[src/rtl/pipelined_carry_skip_adder_if.sv]
// Stream bundle for the pipelined carry-skip adder: operand request side plus result side.
// Optional ovf result bit exists only when CSKIP_OVF_EN is defined.
interface pipelined_carry_skip_adder_if #(
    parameter int WIDTH = 32,
    parameter int TAG_W = 4
);
    logic             in_valid;
    logic             in_ready;
    logic [WIDTH-1:0] a;
    logic [WIDTH-1:0] b;
    logic             cin;
    logic             sub;
    logic [TAG_W-1:0] in_tag;
    logic             out_valid;
    logic             out_ready;
    logic [WIDTH-1:0] sum;
    logic             cout;
    logic [TAG_W-1:0] out_tag;
`ifdef CSKIP_OVF_EN
    logic             ovf;

    modport master (
        output in_valid, a, b, cin, sub, in_tag, out_ready,
        input  in_ready, out_valid, sum, cout, out_tag, ovf
    );
    modport slave (
        input  in_valid, a, b, cin, sub, in_tag, out_ready,
        output in_ready, out_valid, sum, cout, out_tag, ovf
    );
`else
    modport master (
        output in_valid, a, b, cin, sub, in_tag, out_ready,
        input  in_ready, out_valid, sum, cout, out_tag
    );
    modport slave (
        input  in_valid, a, b, cin, sub, in_tag, out_ready,
        output in_ready, out_valid, sum, cout, out_tag
    );
`endif
endinterface

[src/rtl/pipelined_carry_skip_adder.sv]
// Pipelined carry-skip adder/subtractor; BLOCKS_PER_STAGE skip blocks per stage, skewed operands.
// Define CSKIP_OVF_EN to add the signed-overflow output bus.ovf.
module pipelined_carry_skip_adder #(
    parameter int WIDTH            = 32,
    parameter int BLOCK            = 4,
    parameter int BLOCKS_PER_STAGE = 2,
    parameter int TAG_W            = 4
) (
    input  logic                       clk,
    input  logic                       rst,
    pipelined_carry_skip_adder_if.slave bus
);
    localparam int SW     = BLOCK * BLOCKS_PER_STAGE;
    localparam int NSTAGE = WIDTH / SW;

    // Offset of stage k's leftover b bits inside the flat b_q store.
    function automatic int b_off(input int k);
        return k * WIDTH - (SW * k * (k + 1)) / 2;
    endfunction

    localparam int BT  = b_off(NSTAGE - 1);
    localparam int BTD = (BT > 0) ? BT : 1;

    if ((WIDTH % SW) != 0 || BLOCK < 2 || WIDTH < SW) begin : g_param_check
        $error("pipelined_carry_skip_adder: WIDTH must be a multiple of BLOCK*BLOCKS_PER_STAGE and BLOCK >= 2");
    end

    // One pipeline segment: BLOCKS_PER_STAGE ripple blocks, each bypassed on group propagate.
    function automatic logic [SW:0] skip_seg(input logic [SW-1:0] x,
                                             input logic [SW-1:0] y,
                                             input logic          ci);
        logic [SW-1:0] s;
        logic          c_blk;
        logic          c_rip;
        logic          p_all;
        s     = '0;
        c_blk = ci;
        for (int j = 0; j < BLOCKS_PER_STAGE; j++) begin
            c_rip = c_blk;
            p_all = 1'b1;
            for (int i = 0; i < BLOCK; i++) begin
                s[j*BLOCK+i] = x[j*BLOCK+i] ^ y[j*BLOCK+i] ^ c_rip;
                c_rip        = (x[j*BLOCK+i] & y[j*BLOCK+i]) |
                               (c_rip & (x[j*BLOCK+i] ^ y[j*BLOCK+i]));
                p_all        = p_all & (x[j*BLOCK+i] ^ y[j*BLOCK+i]);
            end
            c_blk = p_all ? c_blk : c_rip;
        end
        return {c_blk, s};
    endfunction

    logic [NSTAGE-1:0]             vld_pipe;
    logic [NSTAGE-1:0]             vld_nx;
    logic [NSTAGE-1:0]             ld;
    logic [NSTAGE-1:0]             adv;
    logic [NSTAGE-1:0]             vin;
    logic [NSTAGE-1:0]             cy_q;
    logic [NSTAGE-1:0]             cy_nx;
    logic [NSTAGE-1:0][WIDTH-1:0]  x_q;
    logic [NSTAGE-1:0][WIDTH-1:0]  x_nx;
    logic [NSTAGE-1:0][TAG_W-1:0]  tag_q;
    logic [NSTAGE-1:0][TAG_W-1:0]  tag_nx;
    logic [BTD-1:0]                b_q;
    logic [BTD-1:0]                b_nx;
    logic [WIDTH-1:0]              b_eff;
    logic                          chain;
`ifdef CSKIP_OVF_EN
    logic                          ovf_q;
    logic                          ovf_nx;
`endif

    assign b_eff = bus.b ^ {WIDTH{bus.sub}};

    // Ready chain from the output back to stage 0; empty stages always accept.
    always_comb begin
        ld    = '0;
        adv   = '0;
        chain = bus.out_ready;
        for (int k = NSTAGE - 1; k >= 0; k--) begin
            adv[k] = vld_pipe[k] & chain;
            ld[k]  = ~vld_pipe[k] | adv[k];
            chain  = ld[k];
        end
    end

    // x_q[k] holds {unprocessed a bits, finished sum bits}; b_q holds unprocessed b bits.
    for (genvar k = 0; k < NSTAGE; k++) begin : g_stage
        localparam int LO  = k * SW;
        localparam int REM = WIDTH - (k + 1) * SW;

        logic [WIDTH-1:0] x_cur;
        logic [WIDTH-1:0] x_upd;
        logic [SW-1:0]    b_cur;
        logic             c_cur;
        logic [TAG_W-1:0] t_cur;
        logic [SW:0]      res;
        logic             load;

        if (k == 0) begin : g_first
            assign x_cur  = bus.a;
            assign b_cur  = b_eff[SW-1:0];
            assign c_cur  = bus.sub | bus.cin;
            assign t_cur  = bus.in_tag;
            assign vin[0] = bus.in_valid;
            if (REM > 0) begin : g_rem
                assign b_nx[b_off(0) +: REM] = load ? b_eff[WIDTH-1:SW] : b_q[b_off(0) +: REM];
            end
        end else begin : g_next
            assign x_cur  = x_q[k-1];
            assign b_cur  = b_q[b_off(k-1) +: SW];
            assign c_cur  = cy_q[k-1];
            assign t_cur  = tag_q[k-1];
            assign vin[k] = vld_pipe[k-1];
            if (REM > 0) begin : g_rem
                assign b_nx[b_off(k) +: REM] = load ? b_q[b_off(k-1) + SW +: REM]
                                                    : b_q[b_off(k) +: REM];
            end
        end

        assign res  = skip_seg(x_cur[LO +: SW], b_cur, c_cur);
        assign load = ld[k] & vin[k];

        always_comb begin
            x_upd            = x_cur;
            x_upd[LO +: SW]  = res[SW-1:0];
        end

        assign vld_nx[k] = ld[k] ? vin[k] : vld_pipe[k];
        assign x_nx[k]   = load ? x_upd : x_q[k];
        assign cy_nx[k]  = load ? res[SW] : cy_q[k];
        assign tag_nx[k] = load ? t_cur : tag_q[k];

`ifdef CSKIP_OVF_EN
        // The last segment still sees the raw operand MSBs, so overflow is resolved here.
        if (k == NSTAGE - 1) begin : g_ovf
            assign ovf_nx = load ? ((x_cur[WIDTH-1] == b_cur[SW-1]) & (res[SW-1] != x_cur[WIDTH-1]))
                                 : ovf_q;
        end
`endif
    end

    if (BT == 0) begin : g_no_skew
        assign b_nx = '0;
    end

    always_ff @(posedge clk or posedge rst) begin
        if (rst) begin
            vld_pipe <= '0;
            cy_q     <= '0;
            x_q      <= '0;
            tag_q    <= '0;
            b_q      <= '0;
`ifdef CSKIP_OVF_EN
            ovf_q    <= 1'b0;
`endif
        end else begin
            vld_pipe <= vld_nx;
            cy_q     <= cy_nx;
            x_q      <= x_nx;
            tag_q    <= tag_nx;
            b_q      <= b_nx;
`ifdef CSKIP_OVF_EN
            ovf_q    <= ovf_nx;
`endif
        end
    end

    assign bus.in_ready  = ld[0];
    assign bus.out_valid = vld_pipe[NSTAGE-1];
    assign bus.sum       = x_q[NSTAGE-1];
    assign bus.cout      = cy_q[NSTAGE-1];
    assign bus.out_tag   = tag_q[NSTAGE-1];
`ifdef CSKIP_OVF_EN
    assign bus.ovf       = ovf_q;
`endif
endmodule
[src/flat_wrapper.sv]
// flat-port wrapper written by rule: the top's interface ports become plain ports
module pipelined_carry_skip_adder_flat 
#(
    parameter int WIDTH            = 32,
    parameter int BLOCK            = 4,
    parameter int BLOCKS_PER_STAGE = 2,
    parameter int TAG_W            = 4
)
  (clk, rst, bus_in_valid, bus_a, bus_b, bus_cin, bus_sub, bus_in_tag, bus_out_ready, bus_in_ready, bus_out_valid, bus_sum, bus_cout, bus_out_tag);
  pipelined_carry_skip_adder_if #(.WIDTH(WIDTH), .TAG_W(TAG_W)) bus_i ();
  input  logic clk;
  input  logic rst;
  input wire logic [$bits(bus_i.in_valid)-1:0] bus_in_valid;
  input wire logic [$bits(bus_i.a)-1:0] bus_a;
  input wire logic [$bits(bus_i.b)-1:0] bus_b;
  input wire logic [$bits(bus_i.cin)-1:0] bus_cin;
  input wire logic [$bits(bus_i.sub)-1:0] bus_sub;
  input wire logic [$bits(bus_i.in_tag)-1:0] bus_in_tag;
  input wire logic [$bits(bus_i.out_ready)-1:0] bus_out_ready;
  output wire logic [$bits(bus_i.in_ready)-1:0] bus_in_ready;
  output wire logic [$bits(bus_i.out_valid)-1:0] bus_out_valid;
  output wire logic [$bits(bus_i.sum)-1:0] bus_sum;
  output wire logic [$bits(bus_i.cout)-1:0] bus_cout;
  output wire logic [$bits(bus_i.out_tag)-1:0] bus_out_tag;
  assign bus_i.in_valid = bus_in_valid;
  assign bus_i.a = bus_a;
  assign bus_i.b = bus_b;
  assign bus_i.cin = bus_cin;
  assign bus_i.sub = bus_sub;
  assign bus_i.in_tag = bus_in_tag;
  assign bus_i.out_ready = bus_out_ready;
  assign bus_in_ready = bus_i.in_ready;
  assign bus_out_valid = bus_i.out_valid;
  assign bus_sum = bus_i.sum;
  assign bus_cout = bus_i.cout;
  assign bus_out_tag = bus_i.out_tag;
  pipelined_carry_skip_adder #(.WIDTH(WIDTH), .BLOCK(BLOCK), .BLOCKS_PER_STAGE(BLOCKS_PER_STAGE), .TAG_W(TAG_W)) u_core (.clk(clk), .rst(rst), .bus(bus_i));
endmodule
[config.mk]
export PLATFORM = sky130hd
export DESIGN_NAME = pipelined_carry_skip_adder_flat
export DESIGN_NICKNAME = d
export VERILOG_FILES = /design/src/rtl/pipelined_carry_skip_adder_if.sv /design/src/rtl/pipelined_carry_skip_adder.sv /design/src/flat_wrapper.sv
export SDC_FILE = /design/constraint.sdc
export NUM_CORES = 1
export LEC_CHECK = 0
export BUFFER_PORTS_ARGS = -buffer_cell sky130_fd_sc_hd__buf_4
export CAP_MARGIN = 30
export CORE_ASPECT_RATIO = 0.9
export CORE_MARGIN = 8
export CORE_UTILIZATION = 30
export DETAILED_ROUTE_END_ITERATION = 12
export PLACE_DENSITY_LB_ADDON = 0.08
export SYNTH_ARGS = -nofsm -noshare
export SYNTH_HDL_FRONTEND = slang
export SYNTH_SLANG_ARGS = --single-unit
[constraint.sdc]
create_clock -name clk -period 7.1 [get_ports clk]
set_clock_uncertainty 0.1 [all_clocks]
set_input_delay 0.71 -clock clk [delete_from_list [all_inputs] [get_ports clk]]
set_output_delay 0.71 -clock clk [all_outputs]
set_load 0.02 [all_outputs]
# Word-level counts from Yosys, hierarchy flattened
# Index checks and enable logic that the tools add are counted.
[word_totals]
regBits = 200
latchBits = 0
ram_bits = 0
rom_bits = 0
input_bits = 74
out_inout_bits = 39
wordCells = 226
memories = 0
[op_classes]
n_addsub = 0
n_mul = 0
n_div = 0
order_cmp = 0
n_eq_ne = 0
shifts = 0
mux = 8
bitwise = 199
reduce_logical = 0
[ops]
columns = ["op", "count"]
rows = [
  ["AND 1 bit", 93],
  ["XOR 1 bit", 64],
  ["OR 1 bit", 37],
  ["XOR 32 bit", 1],
  ["two-way mux 1 bit", 8],
  ["NOT 1 bit", 4],
]

# Logic depth before layout (Yosys ltp)
[depth]
word_depth = 20
ltp_mapped = 17

# Worst setup path after synthesis
# No wires, ideal clock.
[synth_path]
path_type = "in2reg"
start = "in bus_sub"
end = "reg u_core.x_q (netlist bit u_core.g_stage[1].x_cur[7])"
setup_time_ns = 0.117
t_arrival_ns = 4.823
path_slack_ns = 2.060
path_stages = 16
n_path_buf = 2
cell_sequence = "buf_2 buf_2 xor2_1 inv_1 fa_1 fa_1 fa_1 fa_1 mux2_2 fa_1 fa_1 fa_1 inv_1 fa_1 nand2_1 nand2_1"
[synth_via]
elab_chain_len = 18
word_cells_on_any_way = 36
cone_classes = "1 x mux; 35 x bitwise"
[synth_lines]
columns = ["item", "line", "source"]
rows = [
  ["start, declared", "flat_wrapper.sv:17", "input wire logic [$bits(bus_i.sub)-1:0] bus_sub;"],
  ["XOR 32 bit", "pipelined_carry_skip_adder.sv:72", "assign b_eff = bus.b ^ {WIDTH{bus.sub}};"],
  ["XOR 1 bit", "pipelined_carry_skip_adder.sv:44, pipelined_carry_skip_adder.sv:45", ""],
  ["AND 1 bit", "pipelined_carry_skip_adder.sv:44", "(c_rip & (x[j*BLOCK+i] ^ y[j*BLOCK+i]));"],
  ["OR 1 bit", "pipelined_carry_skip_adder.sv:43", "c_rip = (x[j*BLOCK+i] & y[j*BLOCK+i]) |"],
  ["AND 1 bit", "pipelined_carry_skip_adder.sv:44", ""],
  ["OR 1 bit", "pipelined_carry_skip_adder.sv:43", ""],
  ["AND 1 bit", "pipelined_carry_skip_adder.sv:44", ""],
  ["OR 1 bit", "pipelined_carry_skip_adder.sv:43", ""],
  ["[... 3 more ...]", "-", ""],
  ["AND 1 bit", "pipelined_carry_skip_adder.sv:44", ""],
  ["OR 1 bit", "pipelined_carry_skip_adder.sv:43", ""],
  ["AND 1 bit", "pipelined_carry_skip_adder.sv:44", ""],
  ["OR 1 bit", "pipelined_carry_skip_adder.sv:43", ""],
  ["AND 1 bit", "pipelined_carry_skip_adder.sv:44", ""],
  ["OR 1 bit", "pipelined_carry_skip_adder.sv:43", ""],
  ["XOR 1 bit *", "pipelined_carry_skip_adder.sv:42", "s[j*BLOCK+i] = x[j*BLOCK+i] ^ y[j*BLOCK+i] ^ c_rip;"],
  ["via u_core.g_stage[0].res[7]", "pipelined_carry_skip_adder.sv:96", "logic [SW:0] res;"],
  ["end signal, assigned", "pipelined_carry_skip_adder.sv:159", "x_q <= x_nx;"],
  ["end, declared", "pipelined_carry_skip_adder.sv:59", "logic [NSTAGE-1:0][WIDTH-1:0] x_q;"],
]
# The timed path passes the listed nets; every way through them passes the cells marked *.
# A chain may end at the register's enable or synchronous reset.

# Final worst setup path
# Same ends and word-level chain as after synthesis.

==> summary.txt <==
Run status
  • Status: finished clean

Pwr
  • Pwr per Cell Area: 366 mW/mm²
  • Peak supply drop: 0.000148 V
  • Leakage power: 5.10 nW

Logic synthesis
  • Syn Std Cell Area: 0.00900 mm²
  • Netlist cell types: 24
  • Post-Syn Instances: 693
  • Synth warnings: 0
  • Post-synthesis sequential area ratio: 0.556
  • Avg Cell Area, Syn: 13.0 µm²
  • Post-synthesis register bit count: 200
  • Syn nets: 831

Finish
  • Multi-input gate area: 0.00366 mm²
  • Reg area: 0.00500 mm²
  • Layout cell share with drive strength beyond 1: 0.353
  • Non-Filler Instances: 1216
  • Finished Cell Area: 0.0109 mm²
  • Fill count: 2987
  • Diode count: 0
  • Area Overhead vs Synth: 20.7%
  • NumNets Final: 938

Die
  • Die Wd: 199 µm
  • Core box area: 0.0297 mm²
  • Die outline height: 180 µm
  • # rows: 60
  • Die Area: 0.0358 mm²
  • I/O Pins: 113
  • Initial core utilization: 0.303

Flow run
  • Max-cap check violation count: 0

Placed design
  • Port Buffer Count: 112
  • DP Area: 0.0103 mm²
  • Setup WS pre-CTS: 1.68 ns
  • Hpwl dp: 12900 µm
  • Dpl cells: 1184
  • GPL Wtd Cong: 0.762

Clocking
  • Clk buf depth: 2
  • Clock Root Buffer: clkbuf_16
  • TritonCTS clock tree: yes
  • Worst-path clk slew: 0.08 ns
  • H-tree level count: 4
  • Post-CTS Setup Bufs: 0
  • Clock latency on the worst-skew pair: 0.43 ns
  • Clk sinks: 200
  • Post-CTS Hold Buffers: 0
  • PostCTS Resize Cnt: 0
  • Num CTS Buffers: 17

Routing
  • # DRC: 0
  • Routed vias: 5122
  • DRT iter0 DRCs: 170
  • Vias/cell: 4.21
  • Total wire length: 18900 µm
  • DRT antenna net count: 0
  • Per-cell routed wire length: 15.5 µm
  • Drt pass-1 iters: 4

Worst setup path
  • Reg-to-reg endpoint: u_core.g_stage[3].x_cur[23]
  • Crit path capture type: register
  • Data required time of the critical path: 7.32 ns
  • FF-to-FF setup slack: 2.56 ns
  • CP arrival: 5.14 ns
  • Critical Path Fanout Max: 33
  • R2R Path Start: u_core.g_stage[2].x_cur[16]
  • R2R depth: 13
  • Nature of the critical path startpoint: primary input
  • WS Path Type: in2reg

Global routing
  • Antenna violations before repair: 0
  • Number of global-route vias before repair: 5908
  • Overflow after GRT: 0
  • Largest net degree at the start of global routing: 122
  • First-pass GRT wire length: 31900 µm
  • All-Layer GR Usage: 0.112

Timing
  • Endpoints failing setup: 0
  • Final setup TNS: 0 ns
  • Maximum clock rate: 0.203 GHz
  • Tmin final: 4.92 ns
  • Final Cycle Share: 0.693
  • RSZ-0062 raised after global routing: no
  • Setup ws final: 2.18 ns
  • Final Hold Vio Count: 0
  • Minimum hold slack: 0.298 ns
  • Pin slew with the least headroom to its limit: 0.913 ns
  • Relative slew slack: 0.391
  • Slew Viols, Final: 0

Worst hold path
  • Hold Path Class: in2async
## cells in the final DEF (no fill, tap or decap), types with 5 or more instances in the layout
cell       Yosys  final
nand4_1        8      8
dfrtp_1      200    200
xnor2_1       22     22
inv_1         39     38
clkbuf_16      0     17
xor2_1        10     10
nand2_1      131    128
buf_4          3    117
o21ai_0       43     43
inv_6          0      5
mux2_2       130    130
fa_1          32     32
ha_1          32     32
## worst max-delay path: stages
cell and delay (ns):
buf_4 0.47, xor2_1 0.24, inv_1 0.08, fa_1 0.43
fa_1 0.41, fa_1 0.40, fa_1 0.36, mux2_2 0.29
fa_1 0.38, fa_1 0.39, fa_1 0.36, inv_1 0.07
fa_1 0.40, nand2_1 0.07, nand2_1 0.05
## synth_stat cells
cell	count	share of area
o21ai_0	43	0.024
a21oi_1	2	0.0011
o211ai_1	1	0.00083
and4b_1	1	0.0011
o21ai_2	1	0.00097
fa_1	32	0.071
xnor2_1	22	0.021
nand4b_1	1	0.00097
nor2_1	3	0.0013
inv_1	39	0.016
a21oi_2	1	0.00097
clkbuf_1	1	0.00042
mux2_2	130	0.16
xor2_1	10	0.0097
nand2_1	131	0.055
buf_6	7	0.0088
ha_1	32	0.044
buf_2	20	0.011
nand4_1	8	0.0056
nand3b_1	1	0.00083
dfrtp_1	200	0.56
buf_4	3	0.0025
o21a_1	1	0.00083
nand2b_1	3	0.0021
## final cells by class
cell class | count | area share
clock buffer | 17 | 0.0392
timing repair buffer | 119 | 0.0859
multi-input combinational | 423 | 0.337
sequential | 200 | 0.461
inverter | 39 | 0.0142
clock inverter | 15 | 0.0164
tap | 403 | 0.0464
## worst max-delay path by stage
stage,from,to,depth (start not counted)
global route,bus_sub,u_core.g_stage[1].x_cur[7],15
global placement,bus_sub,u_core.g_stage[1].x_cur[7],15
floorplan,rst,u_core.b_q[0],1
finish,bus_sub,u_core.g_stage[1].x_cur[7],15
detailed placement,bus_sub,u_core.g_stage[1].x_cur[7],15
CTS,bus_sub,u_core.g_stage[1].x_cur[7],15
## flip-flops by register name, indices dropped and copies added (netlist names)
name,count
u_core.b_q,48
u_core.bus.out_tag,4
u_core.bus.sum,32
u_core.cy_q,4
u_core.g_stage.t_cur,12
u_core.g_stage.x_cur,96
u_core.vld_pipe,4
## power by group
part,switching [W],internal [W],leakage (nW)
logic,0.000569,0.000629,2.39
registers,0.000250,0.00153,2.42
clock network,0.000486,0.000509,0.294
total,0.00131,0.00267,5.10
## layer usage
layer | vias up | part of all wire | track usage
met2 | 61 | 0.49 | 0.189
met3 | 13 | 0.026 | 0.0239
met1 | 2574 | 0.48 | 0.143
met4 | 0 | 0.011 | 0.0305
met5 | - | 0 | 0
li1 | 2474 | - | -
## cell families after synthesis
| logic type | after synthesis | share of synthesized area |
|---|---|---|
| AOI/OAI and AO/OA | 49 | 0.0286 |
| xor gates and xnor gates | 32 | 0.0311 |
| adders and majority gates | 64 | 0.116 |
| buffers and inverters | 70 | 0.0391 |
| DFF | 200 | 0.556 |
| muxes | 130 | 0.163 |
| and+or+nand+nor | 148 | 0.0665 |
## stage by stage
step / utilization / power, W
floorplan: - / 0.00256
global placement: 0.343 / 0.00301
detailed placement: 0.345 / 0.00306
CTS: 0.365 / 0.00408
global route: 0.365 / 0.00429
finish: 0.365 / 0.00397
No activity file was read; power rests on OpenSTA's default activity.
